**src/rtl/rx_pkg.sv**
```systemverilog
// Shared definitions for the Pong link serial receive path: FSM state encoding
// and default frame/oversampling constants.
package rx_pkg;

    typedef enum logic [1:0] {
        IDLE  = 2'd0,
        START = 2'd1,
        DATA  = 2'd2,
        STOP  = 2'd3
    } rx_state_t;

    localparam int DEF_DATA_BITS  = 8;
    localparam int DEF_OVERSAMPLE = 16;

endpackage

```
**src/rtl/sync_2ff.sv**
```systemverilog
// Two-flop synchronizer for a single asynchronous input; resets to the idle-high
// level so a serial line or pulled-up button reads inactive out of reset.
module sync_2ff #(
    parameter logic RESET_VALUE = 1'b1
) (
    input  logic bounderClock,
    input  logic reset,
    input  logic d,
    output logic q
);

    logic meta;

    // NOTE: sequential state uses non-blocking assignments so both flops sample the old values on the same edge.
    always_ff @(posedge bounderClock or posedge reset) begin
        if (reset) begin
            meta <= RESET_VALUE;
            q    <= RESET_VALUE;
        end else begin
            meta <= d;
            q    <= meta;
        end
    end

endmodule

```
**src/rtl/uart_rx_sequencer.sv**
```systemverilog
// Receive control FSM: finds the start bit, times mid-bit samples from the
// oversampled tick and strobes the shift/hold datapath one cycle at a time.
module uart_rx_sequencer
    import rx_pkg::*;
#(
    parameter int DATA_BITS  = DEF_DATA_BITS,
    parameter int OVERSAMPLE = DEF_OVERSAMPLE
) (
    input  logic bounderClock,
    input  logic reset,
    input  logic sample_tick,
    input  logic rxbit,
    output logic clear_en,
    output logic shift_en,
    output logic sampled_bit,
    output logic load_en,
    output logic ready,
    output logic framing_error,
    output logic busy
);

    localparam int TW = $clog2(OVERSAMPLE);
    localparam int BW = $clog2(DATA_BITS + 1);
    localparam logic [TW-1:0] HALF_LAST = TW'(OVERSAMPLE / 2 - 1);
    localparam logic [TW-1:0] FULL_LAST = TW'(OVERSAMPLE - 1);
    localparam logic [BW-1:0] LAST_BIT  = BW'(DATA_BITS - 1);

    rx_state_t     state, state_n;
    logic [TW-1:0] tick_cnt, tick_n;
    logic [BW-1:0] bit_cnt, bit_n;
    logic          rx_s;
    logic          clear_n, shift_n, sampled_n, load_n, ready_n, ferr_n;

    sync_2ff #(.RESET_VALUE(1'b1)) u_sync (
        .bounderClock (bounderClock),
        .reset        (reset),
        .d            (rxbit),
        .q            (rx_s)
    );

    always_ff @(posedge bounderClock or posedge reset) begin
        if (reset) begin
            state         <= IDLE;
            tick_cnt      <= '0;
            bit_cnt       <= '0;
            clear_en      <= 1'b0;
            shift_en      <= 1'b0;
            sampled_bit   <= 1'b0;
            load_en       <= 1'b0;
            ready         <= 1'b0;
            framing_error <= 1'b0;
        end else begin
            state         <= state_n;
            tick_cnt      <= tick_n;
            bit_cnt       <= bit_n;
            clear_en      <= clear_n;
            shift_en      <= shift_n;
            sampled_bit   <= sampled_n;
            load_en       <= load_n;
            ready         <= ready_n;
            framing_error <= ferr_n;
        end
    end

    always_comb begin
        // NOTE: every signal gets a default first so no path leaves one unassigned and infers a latch.
        state_n   = state;
        tick_n    = tick_cnt;
        bit_n     = bit_cnt;
        clear_n   = 1'b0;
        shift_n   = 1'b0;
        sampled_n = sampled_bit;
        load_n    = 1'b0;
        ready_n   = 1'b0;
        ferr_n    = 1'b0;

        case (state)
            IDLE: begin
                if (sample_tick && !rx_s) begin
                    state_n = START;
                    tick_n  = '0;
                end
            end
            START: begin
                if (sample_tick) begin
                    if (tick_cnt == HALF_LAST) begin
                        if (rx_s) begin
                            state_n = IDLE;
                        end else begin
                            clear_n = 1'b1;
                            tick_n  = '0;
                            bit_n   = '0;
                            state_n = DATA;
                        end
                    end else begin
                        tick_n = tick_cnt + 1'b1;
                    end
                end
            end
            DATA: begin
                if (sample_tick) begin
                    if (tick_cnt == FULL_LAST) begin
                        sampled_n = rx_s;
                        shift_n   = 1'b1;
                        tick_n    = '0;
                        bit_n     = bit_cnt + 1'b1;
                        if (bit_cnt == LAST_BIT) state_n = STOP;
                    end else begin
                        tick_n = tick_cnt + 1'b1;
                    end
                end
            end
            STOP: begin
                // Leave at mid stop bit so a back-to-back start edge is seen on time.
                if (sample_tick) begin
                    if (tick_cnt == FULL_LAST) begin
                        if (rx_s) begin
                            load_n  = 1'b1;
                            ready_n = 1'b1;
                        end else begin
                            ferr_n = 1'b1;
                        end
                        tick_n  = '0;
                        state_n = IDLE;
                    end else begin
                        tick_n = tick_cnt + 1'b1;
                    end
                end
            end
            default: state_n = IDLE;
        endcase
    end

    assign busy = (state != IDLE);

endmodule

```
**config.mk**
```make
export PLATFORM = sky130hd
export DESIGN_NAME = uart_rx_sequencer
export DESIGN_NICKNAME = d
export VERILOG_FILES = /design/src/rtl/rx_pkg.sv /design/src/rtl/sync_2ff.sv /design/src/rtl/uart_rx_sequencer.sv
export SDC_FILE = /design/constraint.sdc
export NUM_CORES = 1
export LEC_CHECK = 0
export BUFFER_PORTS_ARGS = -buffer_cell sky130_fd_sc_hd__buf_2
export CAP_MARGIN = 5
export CORE_MARGIN = 2
export CORE_UTILIZATION = 55
export DETAILED_ROUTE_END_ITERATION = 10
export PLACE_DENSITY = 0.76
export SLEW_MARGIN = 20
export SYNTH_ARGS = -nofsm -noshare
export SYNTH_HDL_FRONTEND = slang
export SYNTH_SLANG_ARGS = --single-unit
```
**constraint.sdc**
```tcl
create_clock -name bounderClock -period 2.05 [get_ports bounderClock]
set_input_delay 0.1025 -clock bounderClock [delete_from_list [all_inputs] [get_ports bounderClock]]
set_output_delay 0.1025 -clock bounderClock [all_outputs]
set_load 0.02 [all_outputs]
```
==> results of run 1 <==
[power breakdown]
part	leakage, nW	internal, mW	switching, mW
registers	0.201	0.432	0.163
logic	0.244	0.214	0.215
clock network	0.0150	0.0757	0.100
[sequential cells by signal, indices dropped and copies added (netlist names), named ones only]
signal	cells
u_sync.q	1
shift_en	1
u_sync.meta	1
ready	1
framing_error	1
bit_cnt	4
clear_en	1
state	1
tick_cnt	4
sampled_bit	1
[critical path, cell delays in order, from the launching register on]
cell      delay [ps]
dfrtp_1          420
ha_1             340
nand3_4          150
or4b_1           540
o211ai_2         140
[cell usage after synthesis]
cell type	number
o22a_1	2
or4b_4	1
inv_1	8
clkbuf_1	1
o21ai_0	3
or2_2	1
nor3b_1	1
or3_1	2
o211ai_1	2
and2_1	1
buf_4	1
o21a_1	2
nand3b_1	1
nand3_1	2
a22o_1	1
or4b_1	2
a21oi_1	7
nor2_1	4
dfrtp_1	15
buf_6	1
nand4_1	1
nand2_1	3
o21ai_1	2
nand3b_2	1
nand3_4	1
a221o_1	1
a21boi_0	1
ha_1	2
o2bb2ai_1	1
and2b_1	2
a31oi_1	1
buf_2	1
nand2b_1	2
o311ai_1	1
o31a_1	1
mux2_2	1
o211ai_2	1
and3_1	1
a211oi_1	1
nand4b_1	1
dfstp_2	2
[metrics by stage]
step | hold WS, ps | power (mW)
after floorplan | 27.1 | 0.940
after global placement | 205 | 1.01
after detailed placement | 209 | 1.03
after CTS | 181 | 1.21
after global routing | 205 | 1.30
final | 200 | 1.20
[routing by layer]
layer  vias to the layer above  routed length [um]  track usage [%]  part of all wire, %
met4                         0                  30             12.7                  1.9
met1                       316                 765             25.7                   49
met3                         4                  51             3.67                  3.3
met2                        16                 705             27.9                   45
met5                         -                   0                0                    0
li1                        344                   -                -                    -
[path summary, 6_finish.rpt]
kind                                to   startpoint  slack (ps)
setup / recovery            bit_cnt[3]  tick_cnt[0]         380
hold / removal                clear_en  sample_tick         200
setup reg to reg            bit_cnt[3]  tick_cnt[0]         380
hold reg to reg               u_sync.q  u_sync.meta         360
max in group asynchronous   bit_cnt[3]        reset        1220
min in group asynchronous  tick_cnt[2]        reset         430
[timing repair]
action | 4_1_cts | 5_1_grt
buffers inserted | 0 | 0
gates resized for setup | 0 | 0
hold endpoints to repair | 16 | 0
hold buffers | 2 | 0
[cells by family after synthesis]
group | Yosys count
multiplexers | 1
AO/OA/AOI/OAI | 27
buffers and inverters | 12
AND/OR/NAND/NOR | 27
adder cells (fa/ha/maj) | 2
flip-flops | 17
[area by class of cell]
type,count,area (um^2)
fill,124,539
sequential,17,428
multi-input combinational,57,410
timing repair buffer,12,70.1
inverter,8,30.0
clock buffer,4,26.3
tap,16,20.0
==> impl_metrics.env, run 1 <==
export IMPL_clock_tree_from_tritoncts="yes"
export IMPL_deepest_clock_path_buffer_count=2
export IMPL_final_cell_count_no_fill=114
export IMPL_dp_slack_ps=410
export IMPL_drt_drc_violations_left=0
export IMPL_drtIter0Drc=16
export IMPL_ff2ff_path_depth=4
export IMPL_synthesis_yosys_warnings=0
export IMPL_ys_seq_area_share_pct=47.8
export IMPL_place_detailed_instances=108
export IMPL_synth_fa_ha_area_share_pct=2.79
export IMPL_placement_cell_area_um2=938
export IMPL_crit_fanout=9
export IMPL_worst_hold_path_num_cells=3
export IMPL_finish_instance_area_um2=985
export IMPL_postSynthAreaPerCell_um2=10.4
export IMPL_antenna_found_initial=0
export IMPL_cts_made_buffers=3
export IMPL_synth_simple_area_share_pct=20.9
export IMPL_synth_area_leaders="dfrtp_1, dfstp_2, a21oi_1"
export IMPL_hold_viol=0
export IMPL_leakage_nw=0.459
export IMPL_setup_viol=0
export IMPL_synth_top_area_cell="dfrtp_1"
export IMPL_first_global_vias=600
export IMPL_port_buffer_count=10
export IMPL_layout_core_utilization_pct=64.6
export IMPL_fin_crit_ps=1670
export IMPL_vdd_ir_drop_max_mv=0.745
export IMPL_grt_pass1_wl_um=2670
export IMPL_worst_clock_skew_ps=2.03
export IMPL_dp_hpwl_um=1100
export IMPL_timing_final_ws_setup_ps=379
export IMPL_totalNegativeSetupSlack_ps=0
export IMPL_p_per_area_nw_per_um2=1220
export IMPL_detail_route_antenna_nets=0
export IMPL_critPathRequiredTime_ps=2270
export IMPL_final_cell_mix="dfrtp_1, buf_2, inv_1"
export IMPL_cts_sinks=17
export IMPL_final_max_slew_viol_count=0
export IMPL_maxCapViolations=0
export IMPL_timing_critical_path_to_type="register"
export IMPL_detail_route_wl_per_cell_um=13.6
export IMPL_synth_compound_area_share_pct=20.8
export IMPL_post_synth_net_total=92
export IMPL_number_of_nets_in_the_finished_design=105
export IMPL_gr_total_overflow=0
export IMPL_core_area_um2=1520
export IMPL_cts_root_buf="clkbuf_4"
export IMPL_layout_worst_path_cycle_share_pct=81.5
export IMPL_setup_repair_after_global_routing_missed_its_margin="no"
export IMPL_timing_worst_slew_pin_value_ps=623
export IMPL_timing_worst_setup_path_type="register to register"
export IMPL_grt_start_max_net_pins=18
export IMPL_syn_area_um2=896
export IMPL_arrival_ps=1890
export IMPL_syn_instance_count=86
export IMPL_cts_htree_levels=1
export IMPL_max_clock_freq_mhz=599
export IMPL_track_usage_pct=19.1
export IMPL_layout_commonest_cell="dfrtp_1"
export IMPL_yosys_area_top_type_share_pct=41.9
export IMPL_place_gp_congestion=0.851
export IMPL_die_area_um2=1970
export IMPL_yosys_mux_area_fraction_pct=1.26
export IMPL_clkTransAtPathRegs_ps=90
export IMPL_fp_row_count=14
export IMPL_drive_above_1_share_pct=21.4
export IMPL_synth_top_family_by_area="simple AND/OR/NAND/NOR gates"
export IMPL_die_width_um=44.4
export IMPL_critPathLaunchType="register"
export IMPL_outcome="finished clean"
export IMPL_hp_class="input pin to register"
export IMPL_worstSkewPairLatency_ps=290
export IMPL_die_y_extent_um=44.4
export IMPL_ys_seq_elements=17
export IMPL_number_of_distinct_library_cell_variants_in_the_gate_level_netlist_after_synthesis=41
export IMPL_slew_limit_headroom_pct=58.4
export IMPL_dr_pass1_iters=4
export IMPL_post_detailed_route_via_to_cell_ratio=5.96
export IMPL_dr_total_vias=680
export IMPL_boundaryPins=11
export IMPL_floorplan_initialDensity_pct=58.8
export IMPL_post_synth_xor_area_fraction_pct=0
export IMPL_areaGrowthSynthToFinish_pct=9.92
export IMPL_insertedDiodeCount=0
export IMPL_totalWireLength_um=1550
Note: power is estimated with default switching activity, not from simulation.
==> inputs of run 2 (changes only) <==
--- a/config.mk
+++ b/config.mk
@@ -5,6 +5,7 @@
 export SDC_FILE = /design/constraint.sdc
 export NUM_CORES = 1
 export LEC_CHECK = 0
+export ABC_AREA = 1
 export BUFFER_PORTS_ARGS = -buffer_cell sky130_fd_sc_hd__buf_2
 export CAP_MARGIN = 5
 export CORE_MARGIN = 2
==> constraint.sdc (replaced) <==
create_clock -name bounderClock -period 1.6 [get_ports bounderClock]
set_input_delay 0.08 -clock bounderClock [delete_from_list [all_inputs] [get_ports bounderClock]]
set_output_delay 0.08 -clock bounderClock [all_outputs]
set_load 0.02 [all_outputs]
==> run 2 against run 1 <==
  * Setup slack got worse by 180 ps
  * Sequential cell count did not move
  * Sequential share of layout area fell by 0.11 points
  * Sequential power rose by 5.2%
  * Critical path type unchanged
  * Largest cell class unchanged
  * Largest power group unchanged
  * Highest routed layer unchanged
==> impl_metrics.env, run 2 <==
export IMPL_place_detailed_instances=134
export IMPL_drtIter0Drc=26
export IMPL_boundaryPins=11
export IMPL_fin_crit_ps=1400
export IMPL_max_clock_freq_mhz=713
export IMPL_timing_critical_path_to_type="register"
export IMPL_slew_limit_headroom_pct=58.6
export IMPL_cts_sinks=17
export IMPL_place_gp_congestion=0.836
export IMPL_critPathRequiredTime_ps=1790
export IMPL_syn_area_um2=881
export IMPL_track_usage_pct=17.5
export IMPL_dr_total_vias=688
export IMPL_setup_repair_after_global_routing_missed_its_margin="no"
export IMPL_detail_route_antenna_nets=0
export IMPL_ys_seq_area_share_pct=48.6
export IMPL_die_area_um2=1940
export IMPL_insertedDiodeCount=0
export IMPL_number_of_distinct_library_cell_variants_in_the_gate_level_netlist_after_synthesis=23
export IMPL_final_max_slew_viol_count=0
export IMPL_placement_cell_area_um2=938
export IMPL_power_share_sequential_pct=43.2
export IMPL_first_global_vias=592
export IMPL_intPower_uw=823
export IMPL_power_switching_share_pct=43.2
export IMPL_syn_instance_count=110
export IMPL_clkTransAtPathRegs_ps=90
export IMPL_outcome="finished clean"
export IMPL_detail_route_wl_per_cell_um=10.3
export IMPL_cts_made_buffers=3
export IMPL_final_cell_mix="nand2_1, dfrtp_1, inv_1"
export IMPL_yosys_cell_count_top_type="nand2_1"
export IMPL_post_cts_setup_buffer_count=0
export IMPL_antenna_found_initial=0
export IMPL_worstSkewPairLatency_ps=280
export IMPL_drive_above_1_share_pct=22.6
export IMPL_worst_hold_path_num_cells=3
export IMPL_die_width_um=44.0
export IMPL_synthesis_yosys_warnings=0
export IMPL_synth_top_area_cell="dfrtp_1"
export IMPL_vdd_ir_drop_max_mv=0.939
export IMPL_holdCritStartpoint="sample_tick"
export IMPL_setup_reg_to_reg_worst_slack_ps=200
export IMPL_worst_clock_skew_ps=0.559
export IMPL_post_detailed_route_via_to_cell_ratio=4.91
export IMPL_setup_viol=0
export IMPL_ff2ff_path_depth=8
export IMPL_hold_ws_ps=92.4
export IMPL_critPathLaunchType="register"
export IMPL_final_fill_count=135
export IMPL_final_cell_count_no_fill=140
export IMPL_cts_htree_levels=1
export IMPL_port_buffer_count=10
export IMPL_arrival_ps=1590
export IMPL_hold_end="ready"
export IMPL_power_share_clock_pct=15.3
export IMPL_p_comb_share_pct=41.5
export IMPL_finish_instance_area_um2=987
export IMPL_synth_area_leaders="dfrtp_1, nand2_1, nand3_1"
export IMPL_ys_seq_elements=17
export IMPL_deepest_clock_path_buffer_count=2
export IMPL_core_area_um2=1510
export IMPL_drt_drc_violations_left=0
export IMPL_crit_fanout=4
export IMPL_yosys_area_top_type_share_pct=42.6
export IMPL_cts_root_buf="clkbuf_4"
export IMPL_dr_pass1_iters=4
export IMPL_worst_flop_to_flop_path_startpoint="tick_cnt[1]"
export IMPL_post_synth_net_total=116
export IMPL_totalWireLength_um=1440
export IMPL_maxCapViolations=0
export IMPL_postSynthAreaPerCell_um2=8.01
export IMPL_layout_commonest_cell="nand2_1"
export IMPL_areaGrowthSynthToFinish_pct=12.1
export IMPL_synth_flop_cell="dfrtp_1"
export IMPL_top_regs="bit_cnt (4), tick_cnt (4)"
export IMPL_synth_common_cells="nand2_1, dfrtp_1, inv_1"
export IMPL_layout_worst_path_cycle_share_pct=87.6
export IMPL_floorplan_initialDensity_pct=58.5
export IMPL_die_y_extent_um=44.0
export IMPL_asyncSetResetFlopFracSynth_pct=100
export IMPL_number_of_nets_in_the_finished_design=131
export IMPL_p_per_area_nw_per_um2=1470
export IMPL_grt_pass1_wl_um=2470
export IMPL_hold_viol=0
export IMPL_timing_worst_slew_pin_value_ps=621
export IMPL_dp_hpwl_um=1080
export IMPL_hp_class="input pin to register"
export IMPL_timing_worst_setup_path_type="register to register"
export IMPL_synth_edf_count=0
export IMPL_fp_row_count=14
export IMPL_leakage_nw=0.546
export IMPL_grt_start_max_net_pins=18
export IMPL_gr_total_overflow=0
export IMPL_clock_tree_from_tritoncts="yes"
export IMPL_switching_power_uw=626
export IMPL_totalNegativeSetupSlack_ps=0
run 2: worst max-delay path by stage:
| stage | startpoint | endpoint | cells past startpoint |
|---|---|---|---|
| floorplan | tick_cnt[0] | register | 8 |
| global placement | tick_cnt[0] | register | 8 |
| detailed placement | tick_cnt[1] | register | 8 |
| CTS | tick_cnt[1] | register | 8 |
| global route | tick_cnt[1] | register | 8 |
| finish | tick_cnt[1] | register | 8 |
run 2: layout make-up:
cell class                 instances  area [um^2]  area share, %
multi-input combinational         76          387           39.2
inverter                          15         56.3           5.70
sequential                        17          428           43.3
tap                               16         20.0           2.03
timing repair buffer              12         70.1           7.10
clock buffer                       4         26.3           2.66
run 2: worst max-delay path: stages, from the launching register on:
cell and delay, ps:
dfrtp_1 400, ha_2 240, nand3_1 130, nand2_1 140, nand2_2 90, nor2_2 120
nand3_1 80, nand2_1 70, nand2_1 40
run 2: stage by stage:
step	utilization, %	setup slack (ps)	total power [mW]
after global routing	65.5	33.5	1.58
after global placement	62.3	231	1.22
final	65.5	198	1.45
after CTS	65.4	146	1.46
after detailed placement	62.3	166	1.23
after floorplan	-	311	1.11
run 2: power groups by stage:
stage / sequential, mW / clock, mW / combinational, mW
finish: 0.626 / 0.221 / 0.602
global route: 0.645 / 0.243 / 0.687
global placement: 0.629 / 0 / 0.587
detailed placement: 0.631 / 0 / 0.604
floorplan: 0.612 / 0 / 0.498
CTS: 0.626 / 0.230 / 0.609
run 2: layer usage:
| layer | global-route usage [%] | up-vias | part of all wire [%] |
|---|---|---|---|
| met5 | 0 | - | 0 |
| met2 | 26.8 | 9 | 46 |
| li1 | - | 373 | - |
| met1 | 23.5 | 302 | 49 |
| met4 | 9.09 | 0 | 1.6 |
| met3 | 3.67 | 4 | 3.4 |
run 2: repair_timing:
action	CTS	global route
hold buffers	2	0
hold endpoints to repair	16	0
endpoints found under the setup margin	0	1
resized for setup	0	1
run 2: cell families (layout without fill, tap and decap cells):
logic type | Yosys count | after routing | synth area share (%)
adder cells (fa/ha/maj) | 2 | 2 | 2.84
buffers and inverters | 17 | 31 | 7.81
XOR/XNOR | 2 | 2 | 1.99
flip-flops | 17 | 17 | 48.6
AND/OR/NAND/NOR | 65 | 65 | 34.4
AO/OA/AOI/OAI | 7 | 7 | 4.40
==> inputs of run 3 (changes only) <==
--- a/config.mk
+++ b/config.mk
@@ -15,4 +15,5 @@
 export SLEW_MARGIN = 20
 export SYNTH_ARGS = -nofsm -noshare
 export SYNTH_HDL_FRONTEND = slang
+export SYNTH_HIERARCHICAL = 1
 export SYNTH_SLANG_ARGS = --single-unit
==> run 3 against run 2 <==
  * Sequential cell count did not move
  * Setup slack got worse by 41 ps
  * Largest cell class unchanged
  * Die area unchanged
  * Utilization is 2.6 points higher
  * Total power shrank 26%
  * Sequential power shrank 15%
  * Highest routed layer unchanged
  * Largest power group unchanged
  * Clock power rose by 3%
==> impl_metrics.env, run 3 <==
export IMPL_outcome="finished clean"
export IMPL_post_detailed_route_via_to_cell_ratio=5.16
export IMPL_post_synth_net_total=117
export IMPL_first_global_vias=656
export IMPL_place_gp_congestion=0.878
export IMPL_drt_drc_violations_left=0
export IMPL_ys_seq_elements=17
export IMPL_areaGrowthSynthToFinish_pct=16.5
export IMPL_syn_instance_count=111
export IMPL_port_buffer_count=10
export IMPL_antenna_found_initial=0
export IMPL_floorplan_initialDensity_pct=58.5
export IMPL_layout_commonest_cell="nand2_1"
export IMPL_drive_above_1_share_pct=23.3
export IMPL_insertedDiodeCount=0
export IMPL_die_area_um2=1940
export IMPL_arrival_ps=1640
export IMPL_number_of_distinct_library_cell_variants_in_the_gate_level_netlist_after_synthesis=22
export IMPL_die_width_um=44.0
export IMPL_final_fill_count=137
export IMPL_cts_htree_levels=1
export IMPL_top_regs="bit_cnt (4), tick_cnt (4)"
export IMPL_detail_route_wl_per_cell_um=11.7
export IMPL_grt_pass1_wl_um=2690
export IMPL_synth_flop_cell="dfrtp_1"
export IMPL_grt_start_max_net_pins=16
export IMPL_slew_limit_headroom_pct=62.7
export IMPL_syn_area_um2=881
export IMPL_hp_class="input pin to register"
export IMPL_synth_area_leaders="dfrtp_1, nand2_1, dfstp_2"
export IMPL_setup_reg_to_reg_worst_slack_ps=160
export IMPL_ys_seq_area_share_pct=48.6
export IMPL_critPathLaunchType="register"
export IMPL_final_max_slew_viol_count=0
export IMPL_vdd_ir_drop_max_mv=0.769
export IMPL_critPathRequiredTime_ps=1790
export IMPL_postSynthAreaPerCell_um2=7.94
export IMPL_dr_pass1_iters=4
export IMPL_totalWireLength_um=1700
export IMPL_hold_viol=0
export IMPL_worstSkewPairLatency_ps=290
export IMPL_drtIter0Drc=17
export IMPL_core_area_um2=1510
export IMPL_timing_worst_slew_pin_value_ps=558
export IMPL_p_per_area_nw_per_um2=1050
export IMPL_die_y_extent_um=44.0
export IMPL_setup_viol=0
export IMPL_boundaryPins=11
export IMPL_dr_total_vias=748
export IMPL_timing_worst_setup_path_type="register to register"
export IMPL_fin_crit_ps=1440
export IMPL_synth_edf_count=0
export IMPL_crit_fanout=5
export IMPL_worst_clock_skew_ps=0.639
export IMPL_dp_hpwl_um=1230
export IMPL_layout_core_utilization_pct=68.1
export IMPL_totalNegativeSetupSlack_ps=0
export IMPL_track_usage_pct=19.2
export IMPL_clkTransAtPathRegs_ps=90
export IMPL_final_cell_mix="nand2_1, dfrtp_1, inv_1"
export IMPL_synthesis_yosys_warnings=6
export IMPL_number_of_nets_in_the_finished_design=136
export IMPL_setup_repair_after_global_routing_missed_its_margin="no"
export IMPL_maxCapViolations=0
export IMPL_timing_critical_path_to_type="register"
export IMPL_cts_made_buffers=3
export IMPL_cts_root_buf="clkbuf_4"
export IMPL_clock_tree_from_tritoncts="yes"
export IMPL_layout_worst_path_cycle_share_pct=90.2
export IMPL_synth_top_area_cell="dfrtp_1"
export IMPL_yosys_cell_count_top_type="nand2_1"
export IMPL_deepest_clock_path_buffer_count=2
export IMPL_fp_row_count=14
export IMPL_leakage_nw=0.559
export IMPL_detail_route_antenna_nets=0
export IMPL_gr_total_overflow=0
export IMPL_synth_common_cells="nand2_1, dfrtp_1, inv_1"
export IMPL_asyncSetResetFlopFracSynth_pct=100
export IMPL_max_clock_freq_mhz=693
export IMPL_yosys_area_top_type_share_pct=42.6
export IMPL_cts_sinks=17
[run 3: per-layer routing]
metal	wire length [um]	global-route usage [%]	vias to the layer above
li1	-	-	385
met1	765	23.7	348
met2	861	32.4	10
met3	35	2.45	5
met4	38	10.9	0
met5	0	0	-
[run 3: stage by stage]
stage          hold WS [ps]  instances  setup WS [ps]  cell area (um^2)  power (mW)
2_1_floorplan         -18.5        111            297               881       0.729
3_3_place_gp            109        136            153               940       0.785
3_5_place_dp            118        136           76.0               940       0.800
4_1_cts                 140        142           36.2               986        1.03
5_1_grt                 153        145           16.4              1030        1.14
6_report                148        145            157              1030        1.08
[run 3: cell families (layout without fill, tap and decap cells)]
| family | count (synthesis) | after routing | synth area share [%] |
|---|---|---|---|
| AND/OR/NAND/NOR | 66 | 66 | 33.2 |
| AO/OA/AOI/OAI | 6 | 6 | 3.69 |
| buffers and inverters | 17 | 35 | 8.52 |
| adder cells (fa/ha/maj) | 2 | 2 | 2.84 |
| multiplexers | 1 | 1 | 1.14 |
| flip-flops | 17 | 17 | 48.6 |
| XOR/XNOR | 2 | 2 | 1.99 |
[run 3: worst paths after layout]
path	from	end	depth (start not counted)
min in group asynchronous	reset	u_sync/q	3
max in group asynchronous	reset	ready	3
setup reg to reg	tick_cnt[0]	register	8
setup / recovery	tick_cnt[0]	register	8
hold reg to reg	u_sync/meta	u_sync/q	0
hold / removal	sample_tick	clear_en	3
[run 3: area by class of cell]
type	count	area, um^2	share of cell area [%]
clock buffer	4	26.3	2.56
inverter	15	56.3	5.49
multi-input combinational	77	395	38.5
sequential	17	428	41.7
tap	16	20.0	1.95
timing repair buffer	16	100	9.76
[run 3: repair_timing]
action                     in CTS  in global routing
hold buffers                    2                  0
resized for setup               0                  5
hold endpoints to repair       18                  0
setup endpoints to repair       0                  4
setup buffers                   0                  3
[run 3: report_power, final]
group	leakage (nW)	total (mW)	internal, mW	switching (mW)
Sequential	0.227	0.535	0.472	0.0634
Combinational	0.317	0.312	0.131	0.182
Clock	0.0150	0.228	0.0971	0.131
[run 3: critical path: stages (launching register included)]
cell	delay (ps)
dfrtp_1	420
ha_2	250
nand3_2	150
nand2_2	120
nand2_1	90
nor2_2	120
nand3_1	80
nand2_1	70
nand2_1	50
